### src/rtl/sa_seq_pkg.sv
// Shared types and constant helpers for the systolic-array sequencer.
// Widths are derived from the array geometry at elaboration time.
package sa_seq_pkg;

    typedef enum logic [2:0] {
        IDLE  = 3'd0,
        CLEAR = 3'd1,
        FEED  = 3'd2,
        DRAIN = 3'd3,
        DONE  = 3'd4
    } state_t;

    function automatic int max_i(input int a, input int b);
        return (a > b) ? a : b;
    endfunction

    // One down-counter covers both FEED (K cycles) and DRAIN (M+N-1 cycles).
    function automatic int cnt_width(input int k, input int m, input int n);
        int span;
        span = max_i(k, m + n - 1);
        return (span > 1) ? $clog2(span) : 1;
    endfunction

    function automatic int idx_width(input int k);
        return (k > 1) ? $clog2(k) : 1;
    endfunction

    function automatic int lane_lsb(input int lane, input int dw);
        return lane * dw;
    endfunction

endpackage

### src/rtl/sa_skew_line.sv
// DEPTH-stage data+valid delay line used to skew one array edge lane.
// DEPTH=0 is a straight wire.
module sa_skew_line #(
    parameter int DEPTH      = 1,
    parameter int DATA_WIDTH = 8
) (
    input  logic                  clk,
    input  logic                  reset,
    input  logic [DATA_WIDTH-1:0] i_data,
    input  logic                  i_vld,
    output logic [DATA_WIDTH-1:0] o_data,
    output logic                  o_vld
);

    if (DEPTH == 0) begin : g_pass
        logic w_unused_clk_rst;
        assign w_unused_clk_rst = clk ^ reset;
        assign o_data = i_data;
        assign o_vld  = i_vld;
    end else begin : g_regs
        logic [DEPTH-1:0][DATA_WIDTH-1:0] r_data;
        logic [DEPTH-1:0]                 r_vld;

        always_ff @(posedge clk) begin
            if (reset) begin
                r_data <= '0;
                r_vld  <= '0;
            end else begin
                r_data[0] <= i_data;
                r_vld[0]  <= i_vld;
                for (int s = 1; s < DEPTH; s++) begin
                    r_data[s] <= r_data[s-1];
                    r_vld[s]  <= r_vld[s-1];
                end
            end
        end

        assign o_data = r_data[DEPTH-1];
        assign o_vld  = r_vld[DEPTH-1];
    end

endmodule

### src/rtl/sa_sequencer.sv
// Job sequencer for the MxN systolic MAC array: clear, stream K operand slices
// with diagonal skew, wait for the wavefront to reach the far corner, pulse done.
module sa_sequencer
    import sa_seq_pkg::*;
#(
    parameter  int M          = 4,
    parameter  int N          = 4,
    parameter  int K          = 4,
    parameter  int DATA_WIDTH = 8,
    localparam int KW         = idx_width(K),
    localparam int CW         = cnt_width(K, M, N)
) (
    input  logic                    clk,
    input  logic                    reset,
    input  logic                    start,
    output logic                    busy,
    output logic                    done,
    output logic                    clear_acc,
    output logic                    a_rd_en,
    output logic [KW-1:0]           a_rd_k,
    input  logic [M*DATA_WIDTH-1:0] a_rd_data,
    output logic                    b_rd_en,
    output logic [KW-1:0]           b_rd_k,
    input  logic [N*DATA_WIDTH-1:0] b_rd_data,
    output logic [M*DATA_WIDTH-1:0] a_feed,
    output logic [M-1:0]            a_feed_vld,
    output logic [N*DATA_WIDTH-1:0] b_feed,
    output logic [N-1:0]            b_feed_vld
);

    state_t        r_state;
    state_t        w_next;
    logic [CW-1:0] r_cnt;
    logic          w_cnt_zero;
    logic [KW-1:0] w_rd_k;
    logic          r_rd_vld;

    assign w_cnt_zero = (r_cnt == '0);
    // Counter runs down, slice index runs up.
    assign w_rd_k     = KW'(CW'(K - 1) - r_cnt);

    always_ff @(posedge clk) begin
        if (reset) r_state <= IDLE;
        else       r_state <= w_next;
    end

    always_comb begin
        w_next = r_state;
        case (r_state)
            IDLE:    if (start) w_next = CLEAR;
            CLEAR:   w_next = FEED;
            FEED:    if (w_cnt_zero) w_next = DRAIN;
            DRAIN:   if (w_cnt_zero) w_next = DONE;
            DONE:    w_next = IDLE;
            default: w_next = IDLE;
        endcase
    end

    always_comb begin
        busy      = (r_state != IDLE);
        done      = (r_state == DONE);
        clear_acc = (r_state == CLEAR);
        a_rd_en   = (r_state == FEED);
        b_rd_en   = (r_state == FEED);
        a_rd_k    = (r_state == FEED) ? w_rd_k : '0;
        b_rd_k    = (r_state == FEED) ? w_rd_k : '0;
    end

    // Reloaded on entry to FEED (K-1) and DRAIN (M+N-2); holds at zero elsewhere.
    always_ff @(posedge clk) begin
        if (reset)                            r_cnt <= '0;
        else if (r_state == CLEAR)            r_cnt <= CW'(K - 1);
        else if (r_state == FEED && w_cnt_zero) r_cnt <= CW'(M + N - 2);
        else if (!w_cnt_zero)                 r_cnt <= r_cnt - 1'b1;
    end

    always_ff @(posedge clk) begin
        if (reset) r_rd_vld <= 1'b0;
        else       r_rd_vld <= (r_state == FEED);
    end

    for (genvar i = 0; i < M; i++) begin : g_a
        logic [DATA_WIDTH-1:0] w_d;
        logic                  w_v;
        sa_skew_line #(.DEPTH(i), .DATA_WIDTH(DATA_WIDTH)) u_skew (
            .clk    (clk),
            .reset  (reset),
            .i_data (a_rd_data[lane_lsb(i, DATA_WIDTH) +: DATA_WIDTH]),
            .i_vld  (r_rd_vld),
            .o_data (w_d),
            .o_vld  (w_v)
        );
        // Invalid lanes present zero so the array MACs nothing.
        assign a_feed[lane_lsb(i, DATA_WIDTH) +: DATA_WIDTH] = w_v ? w_d : '0;
        assign a_feed_vld[i] = w_v;
    end

    for (genvar j = 0; j < N; j++) begin : g_b
        logic [DATA_WIDTH-1:0] w_d;
        logic                  w_v;
        sa_skew_line #(.DEPTH(j), .DATA_WIDTH(DATA_WIDTH)) u_skew (
            .clk    (clk),
            .reset  (reset),
            .i_data (b_rd_data[lane_lsb(j, DATA_WIDTH) +: DATA_WIDTH]),
            .i_vld  (r_rd_vld),
            .o_data (w_d),
            .o_vld  (w_v)
        );
        assign b_feed[lane_lsb(j, DATA_WIDTH) +: DATA_WIDTH] = w_v ? w_d : '0;
        assign b_feed_vld[j] = w_v;
    end

endmodule
### config.mk
export PLATFORM = sky130hd
export DESIGN_NAME = sa_sequencer
export DESIGN_NICKNAME = d
export VERILOG_FILES = /design/src/rtl/sa_seq_pkg.sv /design/src/rtl/sa_skew_line.sv /design/src/rtl/sa_sequencer.sv
export SDC_FILE = /design/constraint.sdc
export NUM_CORES = 1
export LEC_CHECK = 0
export BUFFER_PORTS_ARGS = -buffer_cell sky130_fd_sc_hd__buf_4
export CAP_MARGIN = 20
export CORE_MARGIN = 3
export CORE_UTILIZATION = 28
export DETAILED_ROUTE_END_ITERATION = 8
export PLACE_DENSITY = 0.49
export SYNTH_ARGS = -nofsm -noshare
export SYNTH_HDL_FRONTEND = slang
export SYNTH_HIERARCHICAL = 1
export SYNTH_SLANG_ARGS = --single-unit
export TNS_END_PERCENT = 100
### constraint.sdc
create_clock -name clk -period 1.4 [get_ports clk]
set_clock_uncertainty 0.2 [all_clocks]
set_input_delay 0 -clock clk [delete_from_list [all_inputs] [get_ports clk]]
set_output_delay 0 -clock clk [all_outputs]
set_load 0.05 [all_outputs]
### After elaboration in Yosys (flattened, before gate mapping)

Cells that the tools add are included.

| cells by class | value |
|---|---|
| add/sub/neg operators | 2 |
| shift operators | 0 |
| divide/modulo/power cells | 0 |
| multiplexer cells | 16 |
| equal/unequal tests | 9 |
| multipliers | 0 |
| bitwise operators | 0 |
| reductions and logical operators | 6 |
| $lt $le $gt $ge | 0 |

Operator list:

| kind | number |
|---|---|
| 8-bit 2-to-1 mux | 8 |
| 3-bit 2-to-1 mux | 5 |
| 3-bit one-hot mux with 4 select lines | 1 |
| 3-bit by 2-bit equality test with 1-bit output, second input constant | 2 |
| 3-bit logical NOT | 2 |
| 2-bit 2-to-1 mux | 2 |
| 2-bit by 1-bit != test with 1-bit output, second input constant | 2 |
| 2-bit != test, second input constant | 2 |
| 3-bit by 1-bit equality test with 1-bit output, second input constant | 1 |
| 3-bit equality test, second input constant | 1 |
| 3-bit by 2-bit != test with 1-bit output, second input constant | 1 |
| 3-bit AND reduction | 1 |
| 3-bit nonzero test | 1 |
| 3-bit by 1-bit subtractor with 3-bit output, second input constant | 1 |
| 2-bit OR reduction | 1 |
| 2-bit subtractor, first input constant | 1 |
| 1-bit logical AND | 1 |

| word-level totals | value |
|---|---|
| logic and storage cells | 54 |
| memory bits (writable) | 0 |
| output and inout bits | 81 |
| memory bits (read-only) | 0 |
| memories | 0 |
| bits in registers | 114 |
| bits of input ports | 67 |
| bits in latches | 0 |

### Depth between registers and ports, before layout

| logic depth | value |
|---|---|
| word-level depth | 4 |
| gate-level depth with buffers | 6 |
| gate-level depth less buffers | 5 |

### Hierarchy

The synthesis kept the hierarchy.

Modules (own cells, without submodules):

| module | cells each | area each (um^2) | seq. area each (um^2) | times used |
|---|---|---|---|---|
| sa_skew_line (g_a[3].u_skew ...) | 64 | 809.5 | 540.5 | 2 |
| sa_skew_line (g_a[2].u_skew ...) | 45 | 549.3 | 360.3 | 2 |
| sa_sequencer | 115 | 823.3 | 140.1 | 1 |
| sa_skew_line (g_a[1].u_skew ...) | 18 | 236.5 | 180.2 | 2 |
| sa_skew_line (g_a[0].u_skew ...) | 9 | 67.6 | 0.0 | 2 |

### Worst setup path after synthesis

No wires, ideal clock.

| timing | value |
|---|---|
| path type | register to output |
| start point | register r_state[2] |
| end point | output port b_rd_k[0] |
| required time | 1.200 ns |
| data arrival time | 1.559 ns |
| path buffers | 1 |
| stages on the path, launching flop included | 5 |
| setup slack | -0.359 ns |
| cells stage by stage | dfxtp_1 -> nor2_1 -> nand2_1 -> nor2_1 -> buf_4 |

| between the ends | value |
|---|---|
| longest elaborated chain between the ends | 2 |

Ends and longest elaborated chain:

| what | RTL line | RTL |
|---|---|---|
| start, declared | sa_sequencer.sv:31 | `state_t r_state;` |
| start signal, assigned | sa_sequencer.sv:44 | `else r_state <= w_next;` |
| 3-bit by 2-bit equality test with 1-bit output | - |  |
| 2-bit 2-to-1 mux | - |  |
| end, declared | sa_sequencer.sv:23 | `output logic [KW-1:0] b_rd_k,` |

No other way between the ends.

### Worst setup path after layout

| timing | value |
|---|---|
| start point | register r_state[1] |
| end point | output port busy |

| between the ends | value |
|---|---|
| longest elaborated chain between the ends | 1 |

Ends and longest elaborated chain:

| what | RTL line | RTL |
|---|---|---|
| 3-bit nonzero test | sa_sequencer.sv:60 | `busy = (r_state != IDLE);` |
| end, declared | sa_sequencer.sv:16 | `output logic busy,` |

No other way between the ends.

==> results.sh <==
export IMPL_status="finished with violations"
export IMPL_violations="setup timing"
export IMPL_hold_viol_final=0
export IMPL_syn_to_final_growth_pct=77.4
export IMPL_period_share_pct=114
export IMPL_hold_depth=3
export IMPL_start_util_pct=29.2
export IMPL_clk_latency_ns=0.41
export IMPL_crit_type="reg2out"
export IMPL_core_area_sq_um=14200
export IMPL_die_w_um=128
export IMPL_arrival_ns=1.39
export IMPL_antenna_left=0
export IMPL_finalMaxSlewViolations=0
export IMPL_clk_path_buf_depth=2
export IMPL_end_kind="output pin"
export IMPL_placement_cell_area_sq_um=5150
export IMPL_required_ns=1.20
export IMPL_grt_max_degree=28
export IMPL_portBuffers=147
export IMPL_worst_path_most_repeated_cell="buf_6"
export IMPL_routed_wl_mm=9.80
export IMPL_yosysWarnings=6
export IMPL_critPathTopFamily="simple AND/OR/NAND/NOR gates"
export IMPL_grt_total_usage_pct=12.1
export IMPL_relSlewSlack_pct=52.3
export IMPL_r2r_setup_slack_ns=-0.13
export IMPL_drt_iter0_drc=81
export IMPL_finalWorstSetupSlack_ns=-0.195
export IMPL_yosysSeqAreaShare_pct=55.5
export IMPL_irDropWorstVdd_v=0.000804
export IMPL_worstHoldPathType="in2reg"
export IMPL_drt_pass1_iterations=4
export IMPL_fin_util_pct=51.8
export IMPL_cts_sinks=115
export IMPL_ys_ff_latch=115
export IMPL_fmax_mhz=627
export IMPL_antenna_found_initial=0
export IMPL_grt_pass1_wl_mm=15.3
export IMPL_seq_area_sq_um=2330
export IMPL_synth_area_sq_um=4150
export IMPL_cts_buffers=17
export IMPL_cpPeakStageDelay_ns=0.37
export IMPL_hold_end="g_b[3].u_skew/g_regs.r_vld[2]"
export IMPL_synth_distinct_cells=24
export IMPL_dieHeight_um=128
export IMPL_avgSynthCellArea_sq_um=10.7
export IMPL_worstPathCellList="buf_6 > or3_4 > buf_6"
export IMPL_h_tree_depth=4
export IMPL_fin_nets=691
export IMPL_holdCritStartpoint="reset"
export IMPL_design_area_sq_um=7360
export IMPL_via_count=3186
export IMPL_overflow=0
export IMPL_multi_input_area_sq_um=1440
export IMPL_setup_violations=27
export IMPL_cts_tree="yes"
export IMPL_clk_pin_slew_worst_paths_ns=0.05
export IMPL_dp_cells=662
export IMPL_rsz0062_at_grt="true"
export IMPL_synthCells=387
export IMPL_min_period_ns=1.59
export IMPL_cap_violations=0
export IMPL_powerDensity_nw_per_um2=1380
export IMPL_io_pins=148
export IMPL_place_ws_ns=-0.300
export IMPL_tightest_slew_ns=0.714
export IMPL_drcViolationCount=0
export IMPL_fin_cells=815
export IMPL_slowest_stage="or3_4"
export IMPL_wl_per_cell_um=12.0
export IMPL_cp_start_kind="flip-flop"
export IMPL_root_buffer="clkbuf_16"
export IMPL_crit_buf_inv=2
export IMPL_synth_fp_nets=456
export IMPL_r2r_cells=6
export IMPL_drive_gt1_share_pct=42.0
export IMPL_rows=43
export IMPL_viasPerCell=3.91
export IMPL_critPathMaxFanout=4
export IMPL_num_antenna_cells=0
export IMPL_r2r_start="r_cnt[0]"
export IMPL_fillers=1284
export IMPL_r2r_end="r_cnt[2]"
export IMPL_p_leak_nw=3.40
export IMPL_place_congestion=0.689
export IMPL_grt_pass1_vias=3244
export IMPL_dpl_hpwl_mm=5.50
export IMPL_die_area_sq_um=16300
-- synth_stat cells (all sizes together) --
| library cell | number | area share (%) |
|---|---|---|
| dfxtp | 115 | 55 |
| nor2b | 81 | 12 |
| buf | 67 | 12 |
| and2 | 65 | 9.8 |
| and2b | 28 | 5.5 |
| nor2 | 6 | 0.54 |
| inv | 3 | 0.27 |
| nor4 | 3 | 0.45 |
| a211oi | 2 | 0.36 |
| a21oi | 2 | 0.24 |
| ha | 2 | 0.60 |
| nand2 | 2 | 0.18 |
| or3 | 2 | 0.30 |
| or3b | 2 | 0.42 |
| a2111oi | 1 | 0.21 |
| a311oi | 1 | 0.21 |
| a31oi | 1 | 0.15 |
| clkbuf | 1 | 0.12 |
| clkinv | 1 | 0.12 |
| nand2b | 1 | 0.15 |
| nor3b | 1 | 0.18 |
-- worst max path at each step --
stage,startpoint,endpoint,slack (ns),cells past startpoint
after global routing,r_state[2],b_rd_k[0],-0.25,5
final,r_state[1],busy,-0.19,3
after CTS,r_state[1],busy,-0.22,3
after global placement,r_cnt[1],r_state[0],-0.04,5
after detailed placement,r_cnt[0],r_cnt[2],-0.30,6
after floorplan,r_cnt[1],r_state[0],-0.12,6
-- per-stage QoR --
stage                     total power [mW]  setup TNS, ns  hold slack (ns)
final                                 10.2          -1.96          0.00737
after CTS                             10.1          -7.05          0.00201
after global placement                4.87        -0.0423          0.00995
after detailed placement              4.92         -0.388           0.0143
after global routing                  10.6          -4.47           0.0145
after floorplan                       4.46         -0.647           -0.138
-- logic make-up after synthesis --
group                    synth area share, %
AND/OR/NAND/NOR                         29.7
flip-flops                              55.5
buffers and inverters                   13.0
AO/OA/AOI/OAI                           1.18
adder cells (fa/ha/maj)                0.603
-- report_power, final --
part           internal [mW]  leakage (nW)  switching [mW]
Combinational           1.11          2.15           0.897
Sequential              3.47         0.954          0.0841
Clock                   3.11         0.297            1.48
-- placed cells by master (no fill, tap or decap), drive strengths merged, types with 3 or more instances in the layout --
master	n
buf	174
inv	3
and2b	28
nor2b	81
clkbuf	20
clkinvlp	6
nor4	3
and2	65
dlygate4sd3	110
nor2	6
clkinv	3
dfxtp	115
bufinv	4
-- worst reg2reg max path: stages (launching register included) --
cell	delay [ns]
dfxtp_2	0.32
inv_2	0.08
buf_6	0.11
ha_4	0.13
nor2b_4	0.13
a211oi_2	0.05
a2111oi_2	0.38
-- what timing repair did --
item,in CTS,in global routing
setup endpoints to repair,78,75
pin swaps,7,5
endpoints found under the hold margin,100,20
cloned,1,0
setup buffers,8,4
resized for setup,82,31
hold buffers,107,5
-- layout make-up --
class | instances | share of cell area, %
repair buffers | 284 | 36.6
inverters | 4 | 0.374
clock buffers | 20 | 6.34
multi-input cells | 200 | 19.6
well taps | 180 | 3.06
clock inverters | 12 | 2.43
flip-flops and latches | 115 | 31.6
-- registers in the layout, indices dropped and copies added (netlist names), 3 cells and up --
name and cells:
g_a.u_skew/g_regs.r_data 24, g_a.u_skew/o_data 24, g_a.u_skew/g_regs.r_vld 5, g_b.u_skew/g_regs.r_vld 5
r_cnt 3, g_b.u_skew/o_data 24, r_state 3, g_b.u_skew/g_regs.r_data 24
-- layer usage --
layer / part of all wire (%) / vias to the layer above / track usage (%)
li1: - / 1606 / -
met1: 42 / 1451 / 13.8
met2: 49 / 113 / 19.9
met3: 7.6 / 16 / 5.25
met4: 1.8 / 0 / 5.24
met5: 0 / - / 0
Power figures use the tool's default switching activity.
